$ cat src/rtl/instr_fetch_queue.sv
// instr_fetch_queue
//   Decoupling FIFO between Fetch and Decode. Buffers {pc, instruction} pairs
//   so that backpressure from Decode stalls Fetch without losing instructions.
//   Tracks end-of-program and raises drained once the last buffered
//   instruction has been handed to Decode.
//
// Ports
//   clk, reset            rising-edge clock, asynchronous active-high reset
//   flush                 synchronous clear of all entries, returns to RUN
//   enq_valid/enq_ready   write handshake from Fetch (enq_instr, enq_pc)
//   fetch_done            Fetch has no more instructions (level)
//   deq_valid/deq_ready   read handshake to Decode (deq_instr, deq_pc)
//   count, full, empty    occupancy status
//   drained               fetch_done seen and every entry dequeued
module instr_fetch_queue #(
  parameter int unsigned DEPTH   = 8,
  parameter int unsigned INSTR_W = 32,
  parameter int unsigned PC_W    = 32,
  localparam int unsigned PTR_W  = $clog2(DEPTH),
  localparam int unsigned CNT_W  = $clog2(DEPTH + 1)
) (
  input  logic               clk,
  input  logic               reset,
  input  logic               flush,
  input  logic               enq_valid,
  input  logic [INSTR_W-1:0] enq_instr,
  input  logic [PC_W-1:0]    enq_pc,
  output logic               enq_ready,
  input  logic               fetch_done,
  output logic               deq_valid,
  output logic [INSTR_W-1:0] deq_instr,
  output logic [PC_W-1:0]    deq_pc,
  input  logic               deq_ready,
  output logic [CNT_W-1:0]   count,
  output logic               full,
  output logic               empty,
  output logic               drained
);

  typedef enum logic [1:0] {StRun, StDrain, StDone} state_e;

  state_e             state_q, state_d;
  logic [PTR_W-1:0]   head_q, head_d;
  logic [PTR_W-1:0]   tail_q, tail_d;
  logic [CNT_W-1:0]   count_q, count_d;
  logic [PC_W+INSTR_W-1:0] mem_q [DEPTH];

  logic enq_fire;
  logic deq_fire;

  assign full      = (count_q == CNT_W'(DEPTH));
  assign empty     = (count_q == '0);
  assign count     = count_q;
  assign deq_valid = !empty;

  // flush suppresses both handshakes in its cycle
  assign enq_fire = enq_valid && enq_ready && !flush;
  assign deq_fire = deq_valid && deq_ready && !flush;

  // Pointer and occupancy next-state
  always_comb begin
    head_d  = head_q;
    tail_d  = tail_q;
    count_d = count_q;
    if (flush) begin
      head_d  = '0;
      tail_d  = '0;
      count_d = '0;
    end else begin
      if (enq_fire) tail_d = tail_q + PTR_W'(1);
      if (deq_fire) head_d = head_q + PTR_W'(1);
      if (enq_fire && !deq_fire) count_d = count_q + CNT_W'(1);
      if (deq_fire && !enq_fire) count_d = count_q - CNT_W'(1);
    end
  end

  always_ff @(posedge clk or posedge reset) begin
    if (reset) begin
      head_q  <= '0;
      tail_q  <= '0;
      count_q <= '0;
    end else begin
      head_q  <= head_d;
      tail_q  <= tail_d;
      count_q <= count_d;
    end
  end

  // Storage survives flush and reset; only the pointers define validity.
  always_ff @(posedge clk) begin
    if (enq_fire) mem_q[tail_q] <= {enq_pc, enq_instr};
  end

  always_comb begin
    deq_pc    = '0;
    deq_instr = '0;
    if (!empty) {deq_pc, deq_instr} = mem_q[head_q];
  end

  // FSM: state register
  always_ff @(posedge clk or posedge reset) begin
    if (reset) state_q <= StRun;
    else       state_q <= state_d;
  end

  // FSM: next state. Decisions use the post-edge occupancy.
  always_comb begin
    state_d = state_q;
    if (flush) begin
      state_d = StRun;
    end else begin
      unique case (state_q)
        StRun: begin
          if (fetch_done) state_d = (count_d == '0) ? StDone : StDrain;
        end
        StDrain: begin
          if (count_d == '0) state_d = StDone;
        end
        StDone:  state_d = StDone;
        default: state_d = StRun;
      endcase
    end
  end

  // FSM: outputs, from registered state only
  always_comb begin
    enq_ready = 1'b0;
    drained   = 1'b0;
    unique case (state_q)
      StRun:   enq_ready = !full;
      StDrain: enq_ready = 1'b0;
      StDone:  drained   = 1'b1;
      default: enq_ready = 1'b0;
    endcase
  end

endmodule

$ cat config.mk
export PLATFORM = sky130hd
export DESIGN_NAME = instr_fetch_queue
export DESIGN_NICKNAME = d
export VERILOG_FILES = /design/src/rtl/instr_fetch_queue.sv
export SDC_FILE = /design/constraint.sdc
export NUM_CORES = 1
export LEC_CHECK = 0
export ABC_AREA = 1
export BUFFER_PORTS_ARGS = -buffer_cell sky130_fd_sc_hd__buf_2
export CAP_MARGIN = 5
export CORE_MARGIN = 2
export CORE_UTILIZATION = 57
export CTS_CLUSTER_DIAMETER = 40
export DETAILED_ROUTE_END_ITERATION = 16
export PLACE_DENSITY = 0.72
export RECOVER_POWER = 100
export SYNTH_ARGS = -nofsm -noshare
export SYNTH_HDL_FRONTEND = slang
export SYNTH_SLANG_ARGS = --single-unit
$ cat constraint.sdc
create_clock -name clk -period 8.1 [get_ports clk]
set_input_delay 0.405 -clock clk [delete_from_list [all_inputs] [get_ports clk]]
set_output_delay 0.405 -clock clk [all_outputs]
set_load 0.03 [all_outputs]
==> impl_metrics.prom <==
# TYPE chip_impl_metric gauge
chip_impl_metric{name="synth_adder_area_share",unit="%"} 0.485
chip_impl_metric{name="cellPowerDensity",unit="nW/um2"} 343
chip_impl_metric{name="syn_avg_cell_area",unit="um2"} 13.0
chip_impl_metric{name="numCtsBuffers",unit=""} 61
chip_impl_metric{name="grt_antenna_before_repair",unit=""} 0
chip_impl_metric{name="synth.cell_area",unit="um2"} 20600
chip_impl_info{name="end_kind",value="flop"} 1
chip_impl_metric{name="worst_setup_hold_path_clk_slew",unit="ns"} 0.06
chip_impl_metric{name="rows",unit=""} 69
chip_impl_metric{name="synth.mux.area_fraction",unit="%"} 0
chip_impl_metric{name="chipHeight",unit="um"} 194
chip_impl_metric{name="power.net_switching",unit="W"} 0.00275
chip_impl_info{name="setup.worst_path.start_class",value="flop"} 1
chip_impl_metric{name="drtAntennaViolNets",unit=""} 0
chip_impl_metric{name="grt_pass1_vias",unit=""} 12600
chip_impl_metric{name="total_leakage_power",unit="nW"} 7.76
chip_impl_metric{name="maxSlewViolCount",unit=""} 537
chip_impl_metric{name="global_route_wire_length_before_repair",unit="mm"} 70.0
chip_impl_metric{name="vdd_ir_drop_max",unit="mV"} 0.255
chip_impl_metric{name="cp.arrival",unit="ns"} 6.18
chip_impl_metric{name="post-route-min-period",unit="ns"} 6.09
chip_impl_metric{name="synth_xor_area_share",unit="%"} 0.0425
chip_impl_info{name="violations",value="max-capacitance violations, max-slew violations"} 1
chip_impl_metric{name="num_antenna_cells",unit=""} 0
chip_impl_metric{name="synth_seq_cells",unit=""} 524
chip_impl_metric{name="postPlaceCellArea",unit="um2"} 21700
chip_impl_metric{name="tritoncts_num_sinks",unit=""} 524
chip_impl_info{name="cts_tree",value="built"} 1
chip_impl_metric{name="hold_slack",unit="ns"} 0.148
chip_impl_info{name="outcome",value="finished with violations"} 1
chip_impl_info{name="critical_path_class",value="reg2reg"} 1
chip_impl_metric{name="synth_enable_flop_cells",unit=""} 512
chip_impl_metric{name="nNetsFinal",unit=""} 1773
chip_impl_metric{name="synth_sequential_area_ratio",unit="%"} 76.0
chip_impl_metric{name="final_weighted_congestion_in_routability_driven_placement",unit=""} 0.765
chip_impl_metric{name="totalWireLength",unit="mm"} 45.1
chip_impl_metric{name="swShare",unit="%"} 34.1
chip_impl_info{name="synth_top_cells_by_area",value="edfxtp_1, nor2_1, o21ai_0, a31oi_1, o22ai_1"} 1
chip_impl_metric{name="netlist-cell-type-count",unit=""} 30
chip_impl_metric{name="cts-resized-gates",unit=""} 0
chip_impl_metric{name="detailedRoute.firstPassIterationCount",unit=""} 8
chip_impl_metric{name="grt_overflow",unit=""} 0
chip_impl_metric{name="finalCritPeriodShare",unit="%"} 75.2
chip_impl_info{name="synth_top_family_by_area",value="compound AO/OA/AOI/OAI gates"} 1
chip_impl_metric{name="cp_max_fo",unit=""} 55
chip_impl_metric{name="die_width",unit="um"} 194
chip_impl_metric{name="synth_instances",unit=""} 1581
chip_impl_metric{name="floorplan.initialDensity",unit="%"} 58.0
chip_impl_metric{name="synthSimpleGateAreaFrac",unit="%"} 8.78
chip_impl_metric{name="worst_slew_margin_rel",unit="%"} -220
chip_impl_info{name="hold_path.class",value="in2reg"} 1
chip_impl_info{name="synthDominantAreaCellType",value="edfxtp_1"} 1
chip_impl_info{name="postSynth.topFlopCell",value="edfxtp_1"} 1
chip_impl_metric{name="hold_viol_final",unit=""} 0
chip_impl_metric{name="fmax",unit="MHz"} 164
chip_impl_metric{name="pwr-share-clk",unit="%"} 33.9
chip_impl_metric{name="layout-drive-gt1-share",unit="%"} 7.58
chip_impl_info{name="slowest_library_cell_on_the_worst_path",value="clkbuf_1"} 1
chip_impl_metric{name="design.core.area",unit="um2"} 35600
chip_impl_metric{name="top_level_ports",unit=""} 143
chip_impl_metric{name="detailroute.via_count",unit=""} 13000
chip_impl_metric{name="synthesized_area_fraction_occupied_by_ao_oa_aoi_and_oai_cells",unit="%"} 12.1
chip_impl_info{name="rsz_0062_raised_after_global_routing",value="false"} 1
chip_impl_info{name="list_of_cells_traversed_by_the_critical_path",value="inv_1, ha_1, nand3_1, nand3_1, nor2_1, nand2_1, nor2_1, clkbuf_1"} 1
chip_impl_metric{name="p_int",unit="W"} 0.00530
chip_impl_metric{name="post-synth-top-area-fraction",unit="%"} 74.6
chip_impl_metric{name="fin_total_pwr",unit="W"} 0.00804
chip_impl_metric{name="timing.critical_path.buf_inv",unit=""} 2
chip_impl_metric{name="full_die_area",unit="um2"} 37700
chip_impl_metric{name="fin_tns_setup",unit="ns"} 0
chip_impl_metric{name="pin_count_of_the_biggest_net_entering_global_routing",unit=""} 199
chip_impl_info{name="library_cell_used_as_clock_root_buffer",value="clkbuf_16"} 1
chip_impl_metric{name="fin_worst_skew",unit="ns"} 0.0148
chip_impl_metric{name="maxCapViolations",unit=""} 11
chip_impl_metric{name="average_wire_length_per_cell_after_detail_routing",unit="um"} 20.5
chip_impl_metric{name="setup_viol",unit=""} 0
chip_impl_metric{name="maximum_number_of_buffers_from_clock_root_to_sink",unit=""} 3
chip_impl_metric{name="p_comb_share",unit="%"} 26.7
chip_impl_metric{name="timing_worst_slew_pin_value",unit="ns"} 4.80
chip_impl_metric{name="first_iter_violations",unit=""} 1120
chip_impl_metric{name="dpl.hpwl",unit="mm"} 20.9
chip_impl_metric{name="route.detailed.vias_per_inst",unit=""} 5.89
chip_impl_metric{name="area_growth_syn_to_layout",unit="%"} 13.7
chip_impl_metric{name="slowest_delay",unit="ns"} 3.11
chip_impl_metric{name="synth-async-reset-ratio",unit="%"} 2.29
chip_impl_info{name="kind_of_cell_adding_the_most_delay_to_the_critical_path",value="buffers and inverters"} 1
chip_impl_metric{name="numPortBuffers",unit=""} 142
chip_impl_metric{name="grt_use_total",unit="%"} 23.7
chip_impl_metric{name="drc",unit=""} 0
chip_impl_metric{name="clk-insertion-delay-late",unit="ns"} 0.60
chip_impl_metric{name="worstPathRequired",unit="ns"} 8.19
chip_impl_metric{name="h-tree-depth",unit=""} 2
chip_impl_metric{name="ys.warnings.count",unit=""} 0
chip_impl_metric{name="share_seq_of_total_power",unit="%"} 39.3
chip_impl_metric{name="mappedNetlistNets",unit=""} 1659
chip_impl_metric{name="design_area",unit="um2"} 23400
[registers in the layout, summed over array words and instances, names as in the netlist]
name,count
head_q,3
tail_q,3
state_q,2
count,4
mem_q,512
[worst reg2reg max path: cells and delay by family (launching register included)]
| kind | cells | cell delay, ns |
|---|---|---|
| flip-flops | 1 | 0.42 |
| AND/OR/NAND/NOR | 5 | 1.64 |
| adder cells (fa/ha/maj) | 1 | 0.26 |
| buffers and inverters | 2 | 3.22 |
[synthesized netlist by cell type, types with 3 or more instances]
| cell type | count |
|---|---|
| a31oi_1 | 64 |
| buf_2 | 26 |
| clkbuf_1 | 76 |
| dfrtp_1 | 12 |
| edfxtp_1 | 512 |
| ha_1 | 8 |
| inv_1 | 25 |
| inv_2 | 3 |
| nand2_1 | 30 |
| nand2_2 | 4 |
| nand2_4 | 3 |
| nand3_1 | 13 |
| nor2_1 | 395 |
| o21ai_0 | 289 |
| o21ai_1 | 39 |
| o22ai_1 | 64 |
[metrics by stage]
step | worst slack [ns] | std cells | utilization [%]
floorplan | 1.69 | 1581 | -
global placement | 4.19 | 2092 | 60.9
detailed placement | 4.10 | 2092 | 60.9
CTS | 3.47 | 2203 | 66.6
global route | 1.61 | 2203 | 65.9
finish | 2.01 | 2203 | 65.9
[layout by cell type, fill, tap and decap left out, types with 3 or more instances in the layout]
cell type     n
o21ai_1      28
clkinv_1     14
clkbuf_1    137
clkbuf_16    61
nor2_4        4
ha_1          8
bufinv_16     9
nand2_1      32
edfxtp_1    512
a31oi_1      64
o21ai_0     300
nor2_1      392
clkinv_2      5
buf_2        16
dfrtp_1      10
inv_1        24
nand3_1      16
clkinvlp_4    5
o22ai_1      64
buf_4         5
inv_6         9
nand2_2       3
a21oi_1       3
[path summary, 6_finish.rpt]
path | startpoint | end | slack, ns | depth (start not counted)
setup / recovery | count[0] | mem_q[3][50] | 2.01 | 8
hold / removal | enq_pc[22] | mem_q[3][54] | 0.15 | 1
setup reg to reg | count[0] | mem_q[3][50] | 2.01 | 8
hold reg to reg | state_q[1] | state_q[1] | 0.57 | 2
max in group asynchronous | reset | head_q[0] | 7.36 | 3
min in group asynchronous | reset | count[1] | 0.37 | 3
[per-layer routing]
| layer | track usage, % | up-vias | wire length, um |
|---|---|---|---|
| met1 | 32.5 | 6413 | 19100 |
| met2 | 39.6 | 435 | 22100 |
| li1 | - | 6055 | - |
| met4 | 7.18 | 0 | 807 |
| met5 | 0 | - | 0 |
| met3 | 3.84 | 65 | 3040 |
[repair_timing]
item	in CTS	in global routing
setup buffers	0	0
hold buffers	1	0
endpoints found under the hold margin	12	0
[logic make-up after synthesis]
family	after synthesis
DFF	524
AOI/OAI and AO/OA	461
and+or+nand+nor	454
buffers and inverters	133
adders and majority gates	8
xor gates and xnor gates	1
[power by group through the flow]
stage / clock network, W / registers [W] / logic (W)
4_1_cts: 0.00277 / 0.00316 / 0.00222
5_1_grt: 0.00287 / 0.00318 / 0.00237
6_report: 0.00273 / 0.00316 / 0.00215
3_3_place_gp: 0 / 0.00321 / 0.00217
3_5_place_dp: 0 / 0.00322 / 0.00221
2_1_floorplan: 0 / 0.00318 / 0.00161
[final cells by class]
cell class | count | area, um2
Sequential cell | 524 | 15700
Fill cell | 2654 | 12100
Multi-Input combinational cell | 924 | 4390
Clock buffer | 67 | 1550
Timing Repair Buffer | 156 | 649
Tap cell | 461 | 577
Clock inverter | 43 | 483
Inverter | 28 | 118
Note: power is estimated with default switching activity, not from simulation.
